--- src/rtl/led_cube_pkg.sv ---
// Shared definitions for the LED cube layer scanner.
// Contents: scan_state_e (scanner FSM states) and the default build
// constants for the layer count, layer hold time and blanking gap.
package led_cube_pkg;

  typedef enum logic [1:0] {
    IDLE   = 2'd0,
    BLANK  = 2'd1,
    ACTIVE = 2'd2
  } scan_state_e;

  localparam int DEF_NUM_LAYERS   = 8;
  localparam int DEF_HOLD_CYCLES  = 750000;
  localparam int DEF_BLANK_CYCLES = 16;

endpackage

--- src/rtl/layer_scanner_if.sv ---
// Control/status bundle between a scan controller and layer_scanner.
// Optional macro LAYER_PWM_EN adds the 8-bit duty input.
// master: drives start, scan_mode, stop, layer_i (and duty);
//         observes ready, layer_idx, load_req, layer_out, done, frame_done.
// slave : the reverse (layer_scanner side).
interface layer_scanner_if
  import led_cube_pkg::*;
#(
  parameter int NUM_LAYERS = DEF_NUM_LAYERS
);
  localparam int LW = $clog2(NUM_LAYERS);

  logic                  start;
  logic                  scan_mode;
  logic                  stop;
  logic [LW-1:0]         layer_i;
`ifdef LAYER_PWM_EN
  logic [7:0]            duty;
`endif
  logic                  ready;
  logic [LW-1:0]         layer_idx;
  logic                  load_req;
  logic [NUM_LAYERS-1:0] layer_out;
  logic                  done;
  logic                  frame_done;

  modport master (
`ifdef LAYER_PWM_EN
    output duty,
`endif
    output start, scan_mode, stop, layer_i,
    input  ready, layer_idx, load_req, layer_out, done, frame_done
  );

  modport slave (
`ifdef LAYER_PWM_EN
    input  duty,
`endif
    input  start, scan_mode, stop, layer_i,
    output ready, layer_idx, load_req, layer_out, done, frame_done
  );

endinterface

--- src/rtl/layer_timer.sv ---
// Loadable down-counter timing the BLANK and ACTIVE phases.
// Ports: clk, rst (sync, active-high), load (reload with load_val),
//        load_val (count start value), tc (high while the count is zero).
// The count stops at zero instead of wrapping.
module layer_timer #(
  parameter int CW = 4
) (
  input  logic          clk,
  input  logic          rst,
  input  logic          load,
  input  logic [CW-1:0] load_val,
  output logic          tc
);

  logic [CW-1:0] cnt_r;

  // Count register: reload on load, otherwise decrement down to zero.
  always_ff @(posedge clk) begin
    if (rst) begin
      cnt_r <= {CW{1'b0}};
    end else if (load) begin
      cnt_r <= load_val;
    end else if (cnt_r != {CW{1'b0}}) begin
      cnt_r <= cnt_r - {{(CW-1){1'b0}}, 1'b1};
    end else begin
      cnt_r <= cnt_r;
    end
  end

  assign tc = (cnt_r == {CW{1'b0}});

endmodule

--- src/rtl/layer_scanner.sv ---
// One-hot LED cube layer driver with a blanking gap before every layer.
// Ports: clk, rst (sync, active-high), bus (layer_scanner_if.slave):
//   start/scan_mode/layer_i launch a single layer or a continuous sweep,
//   stop ends a sweep after the current layer, ready is high in IDLE,
//   load_req asks the column driver for layer_idx data, layer_out is the
//   one-hot enable, done/frame_done pulse after each layer / each frame.
// Optional macro LAYER_PWM_EN: duty gates layer_out inside ACTIVE.
// All outputs come straight from registers loaded with next-state values,
// so they line up with the state they describe.
module layer_scanner
  import led_cube_pkg::*;
#(
  parameter int NUM_LAYERS   = DEF_NUM_LAYERS,
  parameter int HOLD_CYCLES  = DEF_HOLD_CYCLES,
  parameter int BLANK_CYCLES = DEF_BLANK_CYCLES
) (
  input logic           clk,
  input logic           rst,
  layer_scanner_if.slave bus
);

  localparam int LW   = $clog2(NUM_LAYERS);
  localparam int MAXC = (HOLD_CYCLES > BLANK_CYCLES) ? HOLD_CYCLES : BLANK_CYCLES;
  localparam int CW   = $clog2(MAXC + 1);

  scan_state_e           state_r, state_s;
  logic [LW-1:0]         idx_r, idx_s;
  logic                  mode_r, mode_s;
  logic                  stop_pend_r, stop_pend_s;
  logic                  ready_r, load_req_r, load_req_s;
  logic                  done_r, done_s, frame_done_r, frame_done_s;
  logic [NUM_LAYERS-1:0] layer_out_r, layer_out_s;
  logic                  tmr_load_s, tmr_tc_s;
  logic [CW-1:0]         tmr_val_s;
  logic                  stop_now_s;
`ifdef LAYER_PWM_EN
  logic [7:0]            pwm_r, pwm_s, duty_r, duty_s;
`endif

  layer_timer #(.CW(CW)) u_timer (
    .clk      (clk),
    .rst      (rst),
    .load     (tmr_load_s),
    .load_val (tmr_val_s),
    .tc       (tmr_tc_s)
  );

  // Next-state logic: phase sequencing, layer advance, stop handling, pulses.
  always_comb begin
    state_s      = state_r;
    idx_s        = idx_r;
    mode_s       = mode_r;
    stop_pend_s  = stop_pend_r;
    load_req_s   = 1'b0;
    done_s       = 1'b0;
    frame_done_s = 1'b0;
    tmr_load_s   = 1'b0;
    tmr_val_s    = {CW{1'b0}};
    // A stop seen on the final ACTIVE cycle still ends the sweep there.
    stop_now_s   = stop_pend_r | (bus.stop & mode_r);
    case (state_r)
      IDLE: begin
        if (bus.start && ({1'b0, bus.layer_i} < (LW+1)'(NUM_LAYERS))) begin
          state_s    = BLANK;
          idx_s      = bus.layer_i;
          mode_s     = bus.scan_mode;
          load_req_s = 1'b1;
          tmr_load_s = 1'b1;
          tmr_val_s  = CW'(BLANK_CYCLES - 1);
        end else begin
          state_s = IDLE;
        end
      end
      BLANK: begin
        stop_pend_s = stop_now_s;
        if (tmr_tc_s) begin
          state_s    = ACTIVE;
          tmr_load_s = 1'b1;
          tmr_val_s  = CW'(HOLD_CYCLES - 1);
        end else begin
          state_s = BLANK;
        end
      end
      ACTIVE: begin
        stop_pend_s = stop_now_s;
        if (tmr_tc_s) begin
          done_s       = 1'b1;
          frame_done_s = mode_r && (idx_r == LW'(NUM_LAYERS - 1));
          tmr_load_s   = 1'b1;
          if (!mode_r || stop_now_s) begin
            state_s     = IDLE;
            stop_pend_s = 1'b0;
            tmr_val_s   = {CW{1'b0}};
          end else begin
            state_s    = BLANK;
            idx_s      = (idx_r == LW'(NUM_LAYERS - 1)) ? {LW{1'b0}}
                                                        : idx_r + {{(LW-1){1'b0}}, 1'b1};
            load_req_s = 1'b1;
            tmr_val_s  = CW'(BLANK_CYCLES - 1);
          end
        end else begin
          state_s = ACTIVE;
        end
      end
      default: begin
        state_s     = IDLE;
        stop_pend_s = 1'b0;
      end
    endcase
  end

`ifdef LAYER_PWM_EN
  // PWM phase: clear and capture duty on ACTIVE entry, count during ACTIVE.
  always_comb begin
    pwm_s  = pwm_r;
    duty_s = duty_r;
    if ((state_s == ACTIVE) && (state_r != ACTIVE)) begin
      pwm_s  = 8'd0;
      duty_s = bus.duty;
    end else if (state_r == ACTIVE) begin
      pwm_s = pwm_r + 8'd1;
    end else begin
      pwm_s = pwm_r;
    end
  end
`endif

  // Layer enable for the coming cycle: one-hot only while ACTIVE.
  always_comb begin
    layer_out_s = {NUM_LAYERS{1'b0}};
`ifdef LAYER_PWM_EN
    if ((state_s == ACTIVE) && (pwm_s < duty_s)) begin
`else
    if (state_s == ACTIVE) begin
`endif
      layer_out_s = {{(NUM_LAYERS-1){1'b0}}, 1'b1} << idx_s;
    end else begin
      layer_out_s = {NUM_LAYERS{1'b0}};
    end
  end

  // State and output registers.
  always_ff @(posedge clk) begin
    if (rst) begin
      state_r      <= IDLE;
      idx_r        <= {LW{1'b0}};
      mode_r       <= 1'b0;
      stop_pend_r  <= 1'b0;
      ready_r      <= 1'b1;
      load_req_r   <= 1'b0;
      done_r       <= 1'b0;
      frame_done_r <= 1'b0;
      layer_out_r  <= {NUM_LAYERS{1'b0}};
`ifdef LAYER_PWM_EN
      pwm_r        <= 8'd0;
      duty_r       <= 8'd0;
`endif
    end else begin
      state_r      <= state_s;
      idx_r        <= idx_s;
      mode_r       <= mode_s;
      stop_pend_r  <= stop_pend_s;
      ready_r      <= (state_s == IDLE);
      load_req_r   <= load_req_s;
      done_r       <= done_s;
      frame_done_r <= frame_done_s;
      layer_out_r  <= layer_out_s;
`ifdef LAYER_PWM_EN
      pwm_r        <= pwm_s;
      duty_r       <= duty_s;
`endif
    end
  end

  assign bus.ready      = ready_r;
  assign bus.layer_idx  = idx_r;
  assign bus.load_req   = load_req_r;
  assign bus.done       = done_r;
  assign bus.frame_done = frame_done_r;
  assign bus.layer_out  = layer_out_r;

endmodule
--- src/flat_wrapper.sv ---
// flat-port wrapper written by rule: the top's interface ports become plain ports
module layer_scanner_flat import led_cube_pkg::*;
#(
  parameter int NUM_LAYERS   = DEF_NUM_LAYERS,
  parameter int HOLD_CYCLES  = DEF_HOLD_CYCLES,
  parameter int BLANK_CYCLES = DEF_BLANK_CYCLES
)
  (clk, rst, bus_start, bus_scan_mode, bus_stop, bus_layer_i, bus_ready, bus_layer_idx, bus_load_req, bus_layer_out, bus_done, bus_frame_done);
  layer_scanner_if #(.NUM_LAYERS(NUM_LAYERS)) bus_i ();
  input logic clk;
  input logic rst;
  input wire logic [$bits(bus_i.start)-1:0] bus_start;
  input wire logic [$bits(bus_i.scan_mode)-1:0] bus_scan_mode;
  input wire logic [$bits(bus_i.stop)-1:0] bus_stop;
  input wire logic [$bits(bus_i.layer_i)-1:0] bus_layer_i;
  output wire logic [$bits(bus_i.ready)-1:0] bus_ready;
  output wire logic [$bits(bus_i.layer_idx)-1:0] bus_layer_idx;
  output wire logic [$bits(bus_i.load_req)-1:0] bus_load_req;
  output wire logic [$bits(bus_i.layer_out)-1:0] bus_layer_out;
  output wire logic [$bits(bus_i.done)-1:0] bus_done;
  output wire logic [$bits(bus_i.frame_done)-1:0] bus_frame_done;
  assign bus_i.start = bus_start;
  assign bus_i.scan_mode = bus_scan_mode;
  assign bus_i.stop = bus_stop;
  assign bus_i.layer_i = bus_layer_i;
  assign bus_ready = bus_i.ready;
  assign bus_layer_idx = bus_i.layer_idx;
  assign bus_load_req = bus_i.load_req;
  assign bus_layer_out = bus_i.layer_out;
  assign bus_done = bus_i.done;
  assign bus_frame_done = bus_i.frame_done;
  layer_scanner #(.NUM_LAYERS(NUM_LAYERS), .HOLD_CYCLES(HOLD_CYCLES), .BLANK_CYCLES(BLANK_CYCLES)) u_core (.clk(clk), .rst(rst), .bus(bus_i));
endmodule
--- config.mk ---
export PLATFORM = sky130hd
export DESIGN_NAME = layer_scanner_flat
export DESIGN_NICKNAME = d
export VERILOG_FILES = /design/src/rtl/led_cube_pkg.sv /design/src/rtl/layer_scanner_if.sv /design/src/rtl/layer_timer.sv /design/src/rtl/layer_scanner.sv /design/src/flat_wrapper.sv
export SDC_FILE = /design/constraint.sdc
export NUM_CORES = 1
export LEC_CHECK = 0
export BUFFER_PORTS_ARGS = -buffer_cell sky130_fd_sc_hd__buf_2
export CAP_MARGIN = 20
export CORE_UTILIZATION = 40
export DETAILED_ROUTE_END_ITERATION = 8
export PLACE_DENSITY = 0.62
export REMOVE_ABC_BUFFERS = 1
export SYNTH_ARGS = -nofsm -noshare
export SYNTH_HDL_FRONTEND = slang
export SYNTH_SLANG_ARGS = --single-unit
--- constraint.sdc ---
create_clock -name clk -period 2.9 [get_ports clk]
set_input_delay 0.58 -clock clk [delete_from_list [all_inputs] [get_ports clk]]
set_output_delay 0.58 -clock clk [all_outputs]
set_load 0.05 [all_outputs]
-- Word level (Yosys, flattened, before mapping)
Index checks and enable logic that the tools add are counted.
- flip-flop bits (word level): 39
- bits of input ports: 8
- logic and storage cells: 61
- $add $sub $neg: 2
- equality and inequality tests: 4
- shift operators: 1
- mux-type cells: 26
- bitwise operators: 5
- reductions and logical operators: 13
- operators with widths (operator ; count):
    2-to-1 mux 20 bit ; 4
    case mux 20 bit (3 select lines) ; 1
    zero test 20 bit ; 1
    nonzero test 20 bit ; 1
    subtractor 20 x 1 -> 20 bit (second input constant) ; 1
    2-to-1 mux 3 bit ; 4
    2-to-1 mux 1 bit ; 8
    2-to-1 mux 4 bit ; 2
    left shift 1 x 3 -> 8 bit (first input constant) ; 1
    case mux 2 bit (3 select lines) ; 1
    case mux 3 bit (2 select lines) ; 1
    OR reduction 2 bit ; 3
    == test 2 bit (second input constant) ; 2
    zero test 2 bit ; 2
    2-to-1 mux 2 bit ; 2
    case mux 1 bit (2 select lines) ; 2
    adder 3 x 1 -> 3 bit (second input constant) ; 1
    == test 3 bit (second input constant) ; 1
    NOT 1 bit ; 3
    case mux 1 bit (3 select lines) ; 1
    OR reduction 3 bit ; 1
    == test 2 x 1 -> 1 bit (second input constant) ; 1
    AND reduction 2 bit ; 1
    nonzero test 2 bit ; 1
    other kinds (5) ; 5

-- Longest topological paths before layout
Gate-level depths: netlist of run 1.
- depth after elaboration: 9
- mapped depth: 8
- depth with buffers taken out: 7

-- Hierarchy
From an unflattened synthesis of run 1, not the netlist that was laid out.
- cell total of the unflattened synthesis: 212
- area, all modules: 1945.6 sq um
- by module, submodules not included (module ; instances ; cells each ; area each (sq um)):
    layer_timer ; 1 ; 122 ; 1081.0
    layer_scanner ; 1 ; 90 ; 864.6

-- Worst setup path after synthesis of run 1
OpenSTA, ideal clock, no wires.
- kind: reg2reg
- start: register u_core.u_timer.cnt_r[0]
- end: register u_core.layer_out_r[4] (netlist: u_core.bus.layer_out[4])
- library setup time: 0.097 ns
- data arrival time: 2.279 ns
- required time: 2.803 ns
- slack: 0.524 ns
- stages on the path, launching flop included: 9
- buffers on the path: 1
- cells stage by stage: dfxtp_1 -> inv_1 -> ha_1 -> or4b_4 -> nor3_2 -> and2_1 -> buf_4 -> mux2_2 -> nor4b_1
- word-level cells in the longest chain between the ends: 6
- elaborated cells on any way between the ends: 10
- those cells by class: eq/ne (1); shift (1); mux (5); bitwise (1); reduce/logical (2)
- ends and longest elaborated chain (what ; line ; text):
    start: declaration ; layer_timer.sv:15 ; logic [CW-1:0] cnt_r;
    start signal: assignment ; layer_timer.sv:20 ; cnt_r <= {CW{1'b0}};
    start signal: assignment ; layer_timer.sv:22 ; cnt_r <= load_val;
    start signal: assignment ; layer_timer.sv:24 ; cnt_r <= cnt_r - {{(CW-1){1'b0}}, 1'b1};
    zero test 20 bit (*) ; layer_timer.sv:30 ; assign tc = (cnt_r == {CW{1'b0}});
    2-to-1 mux 2 bit, on equally long branches ; layer_scanner.sv:86, layer_scanner.sv:76 ;
    case mux 2 bit (3 select lines) ; layer_scanner.sv:61 ; case (state_r)
    == test 2 bit ; layer_scanner.sv:134 ; if (state_s == ACTIVE) begin
    NOT 1 bit (no source line) ; - ;
    OR reduction 2 bit (no source line) ; - ;
    end signal: assignment ; layer_scanner.sv:153 ; layer_out_r <= {NUM_LAYERS{1'b0}};
    end signal: assignment ; layer_scanner.sv:167 ; layer_out_r <= layer_out_s;
    end: declaration ; layer_scanner.sv:32 ; logic [NUM_LAYERS-1:0] layer_out_r, layer_out_s;
Every way passes the cells marked *; elsewhere a longest branch is shown, timed or not.
A chain may end at the register's enable or synchronous reset.

-- Worst setup path after layout of run 1
- start: register u_core.u_timer.cnt_r[0]
- end: register u_core.u_timer.cnt_r[2]
- word-level cells in the longest chain between the ends: 4
- elaborated cells on any way between the ends: 11
- those cells by class: add/sub (1); mux (7); reduce/logical (3)
- ends and longest elaborated chain (what):
    parallel branches: the longest is 4 deep, another holds subtractor 20 x 1 -> 20 bit
Parallel ways; which one is timed is not known. The select of a mux whose other input is x is not followed.

==> results of run 1 <==
## placed cells by master, fill, tap and decap left out, types with 3 or more instances in the layout
cell and count:
or4_1 4, a21oi_1 20, or3_1 3, dfxtp_1 39, mux2i_1 3, clkbuf_8 6, nor4_1 9, a31oi_1 5
nor2_1 20, nand3_1 5, nand2_1 22, inv_1 7, ha_1 7, mux2_2 3, o21ai_0 6, xnor2_1 9
nor3b_1 3, buf_2 22, nor3_1 3, nor4b_1 6, xor2_1 5, buf_4 10
## where the power goes
part	leakage (nW)	total [W]	switching [W]	internal (W)
Clock	0.0470	0.000376	0.000189	0.000187
Combinational	0.610	0.00196	0.00111	0.000851
Sequential	0.318	0.000874	0.000180	0.000694
Total	0.976	0.00321	0.00147	0.00173
## area by class of cell
type | count | area (um^2)
Clock buffer | 6 | 82.58
Sequential cell | 39 | 780.7
Fill cell | 493 | 2445
Clock inverter | 1 | 5.005
Timing Repair Buffer | 32 | 185.2
Inverter | 7 | 26.28
Multi-Input combinational cell | 171 | 1177
Tap cell | 67 | 83.83
## stage by stage
step / util / cells
2_1_floorplan: - / 217
3_3_place_gp: 0.4672 / 316
3_5_place_dp: 0.4672 / 316
4_1_cts: 0.4855 / 323
5_1_grt: 0.4892 / 323
6_report: 0.4892 / 323
## per-layer routing
layer	up-vias	routed length (um)	global-route usage
met1	844	2384	0.2705
li1	894	-	-
met5	-	0	0
met2	30	2059	0.3011
met4	0	63	0.06100
met3	7	214	0.05801
## cell usage after synthesis (2+ instances only)
| library cell | count | area (um^2) |
|---|---|---|
| and3_1 | 2 | 12.51 |
| a221o_1 | 2 | 20.02 |
| or2_2 | 2 | 12.51 |
| a21boi_1 | 2 | 15.01 |
| o21a_1 | 2 | 15.01 |
| nor2_1 | 20 | 75.07 |
| mux2i_1 | 3 | 30.03 |
| xor2_1 | 5 | 43.79 |
| nand2_1 | 22 | 82.58 |
| a311oi_2 | 2 | 30.03 |
| a211oi_1 | 2 | 15.01 |
| nor4_1 | 9 | 56.30 |
| o21ai_0 | 6 | 30.03 |
| buf_2 | 2 | 10.01 |
| mux2_2 | 3 | 33.78 |
| inv_1 | 7 | 26.28 |
| or4_1 | 4 | 30.03 |
| nor4b_1 | 6 | 52.55 |
| xnor2_1 | 9 | 78.83 |
| nor3b_1 | 3 | 22.52 |
| nor3_1 | 3 | 15.01 |
| a21oi_1 | 20 | 100.1 |
| a2111oi_0 | 2 | 17.52 |
| nor4bb_1 | 2 | 20.02 |
| and2_1 | 2 | 12.51 |
| ha_1 | 7 | 87.58 |
| or4_4 | 2 | 22.52 |
| dfxtp_1 | 39 | 780.8 |
| buf_4 | 2 | 15.01 |
| a31oi_1 | 5 | 31.28 |
| clkbuf_1 | 6 | 22.52 |
| or3_1 | 3 | 18.77 |
| nand3_1 | 5 | 25.02 |
| and4b_1 | 2 | 20.02 |
## cells by family (layout without fill, tap and decap cells)
group / Yosys count / in the layout
AND/OR/NAND/NOR: 94 / 94
AO/OA/AOI/OAI: 50 / 50
flip-flops: 39 / 39
buffers and inverters: 17 / 46
XOR/XNOR: 14 / 14
adder cells (fa/ha/maj): 7 / 7
multiplexers: 6 / 6
## worst min-delay path: stages, from the launching register on
cell     delay, ps
dfxtp_1        340
nand2_1         60
a21oi_1         50
## state kept, by name (all words and copies together), names as in the netlist
| name | flops |
|---|---|
| u_core.bus.frame_done | 1 |
| u_core.bus.layer_out | 8 |
| u_core.stop_pend_r | 1 |
| u_core.state_r | 2 |
| u_core.bus.done | 1 |
| u_core.bus.load_req | 1 |
| u_core.mode_r | 1 |
| u_core.bus.layer_idx | 3 |
| u_core.bus.ready | 1 |
| u_core.u_timer.cnt_r | 20 |
## worst paths after layout
kind / startpoint / endpoint / slack, ps / cells after the start
max: u_core.u_timer.cnt_r[0] / u_core.u_timer.cnt_r[2] / 200 / 8
max reg2reg: u_core.u_timer.cnt_r[0] / u_core.u_timer.cnt_r[2] / 200 / 8
min reg2reg: u_core.mode_r / u_core.mode_r / 500 / 2
min: u_core.mode_r / u_core.mode_r / 500 / 2
==> impl_metrics.yaml, run 1 <==
synthesis:
  synthesis.area_um2: 2014
  synth_cell_types: 48
  synth_edf_count: 0
  yosysWarnings: 0
  synth_top_family_by_area: "simple AND/OR/NAND/NOR gates"
  avgSynthCellArea_um2: 8.874
  ys.flop_type: "dfxtp_1"
  synth-async-reset-ratio: 0
  syn_inst: 227
  synth_seq_cells: 39
  synth-seq-area-share: 0.3876
  synthMuxAreaShare: 0.03168
  synth_xor_area_frac: 0.06087
  synth_simple_gate_area_frac: 0.2745
  synth_compound_area_frac: 0.1652
  synth_fa_ha_area_frac: 0.04348
setup_path:
  start_kind: "flop"
  slowest_stage: "or4b_4"
  crit_required_ps: 3070
  critical_path.endpoint_type: "flop"
  cp.arrival_ps: 2870
  path_buf_inv: 2
  cp_slowest_stage_delay_ps: 530
  timing_worst_setup_path_type: "reg2reg"
  critical_path.cell_chain: "inv_1 -> ha_1 -> or4b_4 -> or4_1 -> nor4_1 -> buf_4 -> or2_2 -> a21oi_1"
  crit_family: "simple AND/OR/NAND/NOR gates"
  cp_max_fo: 5
timing:
  setup_viol: 0
  fin_crit_ps: 2703
  max_freq_mhz: 369.9
  fin_setup_tns_ps: 0
  worstMarginPinSlew_ps: 640.9
  fin_worst_skew_ps: 8.688
  relSlewSlack: 0.5718
  hold_ws_ps: 496.5
  finalMaxSlewViolations: 0
  hold_viol_final: 0
  fin_crit_sh: 0.9322
  rsz0062_at_grt: "false"
  setup_slack_ps: 196.6
layout:
  fin_area_um2: 2341
  drive_gt1_frac: 0.1992
  area_growth_pct: 16.21
  fin_nets: 271
  antenna_cells: 0
die:
  ioPinCount: 23
  row_count: 25
  die_area_um2: 5324
  die_h_um: 72.97
  coreArea_um2: 4786
  start_util: 0.4209
  die_width_um: 72.97
drt:
  dr.pass1.iters: 4
  ant_nets: 0
  wirelength_um: 4720
  vias: 1775
  routed_via_density: 5.495
  drc: 0
  avgRoutedWirePerCell_um: 14.61
  first_iter_violations: 96
clock_network:
  cts.sinks: 39
  post-cts-setup-buffer-count: 0
  cts_buffers: 5
  cts_tree: "done"
  clkLatencyLatePin_ps: 300
  path_clk_slew_ps: 80
  root_buffer: "clkbuf_8"
  ctsHoldBuffers: 0
  ctsResizeCount: 0
  cts_buffer_depth: 2
  h-tree-depth: 2
placed_design:
  place_area_um2: 2236
  numPortBuffers: 22
  place_congestion: 0.8537
  hpwl_um: 3449
  pre_cts_slack_ps: 200.4
grt:
  grt_pass1_vias: 1684
  grt_max_degree: 18
  track_usage: 0.1981
  grt_pass1_wl_um: 7962
  antenna_found_initial: 0
  overflow: 0
outcome:
  outcome: "completed"
power:
  power.density_nw_per_um2: 1370
  power_w: 0.003207
  p_leak_nw: 0.9755
  peakVddDrop_mv: 0.4902
job:
  maxCapViolCount: 0
worst_hold_path:
  hold_class: "reg2reg"
No activity file was read; power rests on OpenSTA's default activity.
==> inputs of run 2 (changes only) <==
RECOVER_POWER = 50   (was unset)
==> impl_metrics.yaml, run 2 (synthesized netlist as in run 1, its figures left out) <==
outcome:
  outcome: "completed"
timing:
  fin_worst_skew_ps: 9.454
  relSlewSlack: 0.5522
  fin_crit_sh: 0.9461
  hold_viol_final: 0
  max_freq_mhz: 364.5
  rsz0062_at_grt: "false"
  setup_viol: 0
  worstMarginPinSlew_ps: 666.2
  finalMaxSlewViolations: 0
  fin_crit_ps: 2744
  fin_setup_tns_ps: 0
power:
  power.density_nw_per_um2: 1368
  peakVddDrop_mv: 0.4924
  p_leak_nw: 0.9045
setup_path:
  cp_slowest_stage_delay_ps: 550
  cp.arrival_ps: 2910
  cp_max_fo: 5
  crit_family: "simple AND/OR/NAND/NOR gates"
  start_kind: "flop"
  worst_r2r_endpoint: "u_core.u_timer.cnt_r[2]"
  path_buf_inv: 2
  critical_path.cell_chain: "inv_1 -> ha_1 -> or4b_4 -> or4_1 -> nor4_1 -> buf_4 -> or2_2 -> a21oi_1"
  crit-reg2reg-launch: "u_core.u_timer.cnt_r[0]"
  timing_worst_setup_path_type: "reg2reg"
  crit_required_ps: 3060
  slowest_stage: "nor4_1"
  ff2ff_setup_slack_ps: 160
  ff2ff_path_depth: 8
  critPathLaunch: "u_core.u_timer.cnt_r[0]"
  critical_path.endpoint_type: "flop"
drt:
  wirelength_um: 4716
  first_iter_violations: 104
  met2_length_um: 2043
  ant_nets: 0
  wl_met1_um: 2425
  avgRoutedWirePerCell_um: 14.60
  maxUsedRoutingLayer: "met4"
  vias: 1779
  wl_met3_um: 186
  dr.pass1.iters: 4
  routed_via_density: 5.508
  drc: 0
layout:
  top_register: "u_core.u_timer.cnt_r"
  final_cells: 323
  layout_commonest_cell: "dfxtp_1"
  area_growth_pct: 14.66
  fin_area_um2: 2310
  fin_nets: 271
  antenna_cells: 0
  largest_reg_flops: 20
  final_cell_mix: "39 x dfxtp_1, 22 x nand2_1, 20 x nor2_1, 20 x a21oi_1, 16 x clkbuf_1"
  drive_gt1_frac: 0.1328
  fill_cells: 501
job:
  maxCapViolCount: 0
placed_design:
  place_congestion: 0.8537
  place_area_um2: 2236
  hpwl_um: 3449
  dp_cells: 316
  numPortBuffers: 22
grt:
  grt_pass1_wl_um: 7962
  overflow: 0
  antenna_found_initial: 0
  track_usage: 0.1981
  grt_max_degree: 18
  grt_pass1_vias: 1684
clock_network:
  cts_tree: "done"
  clkLatencyLatePin_ps: 300
  cts.sinks: 39
  root_buffer: "clkbuf_8"
  path_clk_slew_ps: 70
  cts_buffers: 5
  ctsHoldBuffers: 0
  h-tree-depth: 2
  cts_buffer_depth: 2
die:
  die_width_um: 72.97
  die_h_um: 72.97
  ioPinCount: 23
  die_area_um2: 5324
  start_util: 0.4209
  coreArea_um2: 4786
  row_count: 25
worst_hold_path:
  hold-path-endpoint: "u_core.mode_r"
  min_from: "u_core.mode_r"
  hold_class: "reg2reg"
  worstHoldPathCells: 2
run 2: area by class of cell:
class | count | area (um^2) | area share
Clock buffer | 6 | 82.58 | 0.03575
Clock inverter | 1 | 5.005 | 0.002167
Inverter | 7 | 26.28 | 0.01138
Multi-Input combinational cell | 171 | 1169 | 0.5060
Sequential cell | 39 | 780.7 | 0.3380
Tap cell | 67 | 83.83 | 0.03629
Timing Repair Buffer | 32 | 162.7 | 0.07042
run 2: worst max-delay path by stage:
| stage | endpoint | slack, ps | depth (start not counted) |
|---|---|---|---|
| 5_1_grt | u_core.bus.layer_out[5] | 10 | 5 |
| 6_report | u_core.u_timer.cnt_r[2] | 160 | 8 |
| 3_3_place_gp | u_core.u_timer.cnt_r[2] | 220 | 8 |
| 4_1_cts | u_core.bus.layer_out[5] | 180 | 7 |
| 3_5_place_dp | u_core.bus.layer_out[5] | 200 | 7 |
| 2_1_floorplan | u_core.bus.layer_out[4] | 190 | 7 |
run 2: through the flow:
stage               power (W)  utilization  setup WS (ps)  hold WS, ps
finish               0.003159       0.4826          156.4        495.5
global route         0.003429       0.4826          10.37        510.6
CTS                  0.003173       0.4855          180.6        495.9
detailed placement   0.002790       0.4672          200.4        485.1
global placement     0.002781       0.4672          221.1        483.1
floorplan            0.002248            -          187.4        455.0
run 2: worst min-delay path, stage by stage (launching register included):
cell,delay (ps)
dfxtp_1,340
nand2_1,60
a21oi_1,50
run 2: metal layers:
metal / vias to the layer above / track usage
li1: 897 / -
met1: 845 / 0.2705
met2: 30 / 0.3011
met3: 7 / 0.05801
met4: 0 / 0.06100
met5: - / 0
run 2: what timing repair did:
action | CTS | global route
setup endpoints to repair | 0 | 3
gates resized for setup | 0 | 2
setup buffers | 0 | 0
hold endpoints to repair | 0 | 0
run 2: where the power goes:
group	leakage [nW]	internal, W	switching, W	total (W)
clock network	0.0470	0.000187	0.000188	0.000374
registers	0.318	0.000694	0.000176	0.000870
logic	0.539	0.000818	0.00110	0.00191
==> inputs of run 3 (changes only) <==
==> constraint.sdc (replaced) <==
create_clock -name clk -period 3.3 [get_ports clk]
set_input_delay 0.165 -clock clk [delete_from_list [all_inputs] [get_ports clk]]
set_output_delay 0.165 -clock clk [all_outputs]
set_load 0.05 [all_outputs]
==> impl_metrics.yaml, run 3 (synthesized netlist as in run 1, its figures left out) <==
drt:
  dr.pass1.iters: 4
  first_iter_violations: 120
  avgRoutedWirePerCell_um: 14.41
  ant_nets: 0
  vias: 1729
  drc: 0
  routed_via_density: 5.472
  wirelength_um: 4554
power:
  p_seq_frac: 0.292
  power.density_nw_per_um2: 1190
  power_w: 0.002662
  p_leak_nw: 0.8625
  clockPowerShare: 0.111
  sw_frac_of_total: 0.4740
  p_sw_w: 0.001262
  intPower_w: 0.001400
  peakVddDrop_mv: 0.4348
  combPwrFrac: 0.597
timing:
  worstMarginPinSlew_ps: 637.6
  finalMaxSlewViolations: 0
  fin_crit_sh: 0.8592
  fin_setup_tns_ps: 0
  rsz0062_at_grt: "false"
  hold_ws_ps: 111.2
  max_freq_mhz: 352.7
  fin_worst_skew_ps: 7.733
  setup_viol: 0
  hold_viol_final: 0
  fin_crit_ps: 2835
  relSlewSlack: 0.5710
layout:
  fin_nets: 265
  final_cells: 316
  antenna_cells: 0
  final_cell_mix: "39 x dfxtp_1, 22 x nand2_1, 20 x nor2_1, 20 x a21oi_1, 17 x clkbuf_1"
  fin_area_um2: 2236
  largest_reg_flops: 20
  top_register: "u_core.u_timer.cnt_r"
  ff_latch_area_um2: 780.7
  drive_gt1_frac: 0.1004
  area_growth_pct: 10.99
  multi_input_area_um2: 1155
  layout_commonest_cell: "dfxtp_1"
  fill_cells: 486
setup_path:
  cp_slowest_stage_delay_ps: 570
  crit_required_ps: 3500
  crit-reg2reg-launch: "u_core.u_timer.cnt_r[0]"
  cp_max_fo: 9
  ff2ff_path_depth: 7
  critPathLaunch: "u_core.u_timer.cnt_r[0]"
  critical_path.endpoint_type: "flop"
  timing_worst_setup_path_type: "reg2reg"
  crit_cells: 7
  crit_family: "simple AND/OR/NAND/NOR gates"
  slowest_stage: "a311oi_2"
  start_kind: "flop"
  path_buf_inv: 1
  critical_path.cell_chain: "inv_1 -> ha_1 -> or4b_1 -> nor3_2 -> a31oi_1 -> a311oi_2 -> nor4b_1"
  cp.arrival_ps: 3030
grt:
  grt_pass1_wl_um: 7762
  grt_pass1_vias: 1654
  grt_max_degree: 19
  track_usage: 0.1916
  antenna_found_initial: 0
  overflow: 0
clock_network:
  clkLatencyLatePin_ps: 290
  cts_buffers: 5
  path_clk_slew_ps: 70
  cts_tree: "done"
  h-tree-depth: 2
  ctsResizeCount: 0
  cts_buffer_depth: 2
  root_buffer: "clkbuf_8"
  cts.sinks: 39
  ctsHoldBuffers: 0
  post-cts-setup-buffer-count: 0
die:
  die_width_um: 72.97
  die_h_um: 72.97
  start_util: 0.4209
  row_count: 25
  coreArea_um2: 4786
  ioPinCount: 23
  die_area_um2: 5324
outcome:
  outcome: "completed"
placed_design:
  hpwl_um: 3270
  numPortBuffers: 22
  place_area_um2: 2191
  dp_cells: 310
  place_congestion: 0.8595
job:
  maxCapViolCount: 0
worst_hold_path:
  min_from: "bus_scan_mode"
  worstHoldPathCells: 3
  hold_class: "in2reg"
-- run 3: cell types whose count changed in the layout (fill, tap and decap cells not counted), sizes merged --
cell / delta
clkinv: -1
buf: -6
-- run 3: power by group through the flow --
stage | clock, W | sequential [W] | combinational [W]
final | 0.000296 | 0.000777 | 0.00159
after global routing | 0.000324 | 0.000799 | 0.00176
after CTS | 0.000305 | 0.000774 | 0.00161
after detailed placement | 0 | 0.000783 | 0.00160
after global placement | 0 | 0.000782 | 0.00161
after floorplan | 0 | 0.000789 | 0.00119
-- run 3: worst paths after layout --
path,end,slack (ps)
worst max-delay path,u_core.bus.layer_out[4],460
worst min-delay path,u_core.mode_r,110
worst max register to register,u_core.bus.layer_out[4],460
worst min register to register,u_core.mode_r,490
-- run 3: per-stage QoR --
stage                     setup WS (ps)  utilization
after detailed placement          521.8       0.4578
after floorplan                   587.4            -
after global placement            591.9       0.4578
after CTS                         525.4       0.4729
after global routing              190.9       0.4672
final                             464.6       0.4672
-- run 3: layer usage --
layer	vias to the layer above	wire, um	track usage
li1	881	-	-
met1	810	2297	0.2581
met2	31	2028	0.2970
met3	7	160	0.04282
met4	0	68	0.07625
met5	-	0	0
-- run 3: layout make-up --
class | count | share of cell area
clock buffer | 6 | 0.03246
inverter | 7 | 0.01175
multi-input combinational | 171 | 0.5165
sequential | 39 | 0.3492
tap | 67 | 0.03749
timing repair buffer | 26 | 0.05260
-- run 3: worst reg2reg max path: stages (launching register included) --
cell	delay, ps
dfxtp_1	320
inv_1	90
ha_1	230
or4b_1	550
nor3_2	510
a31oi_1	180
a311oi_2	570
nor4b_1	290
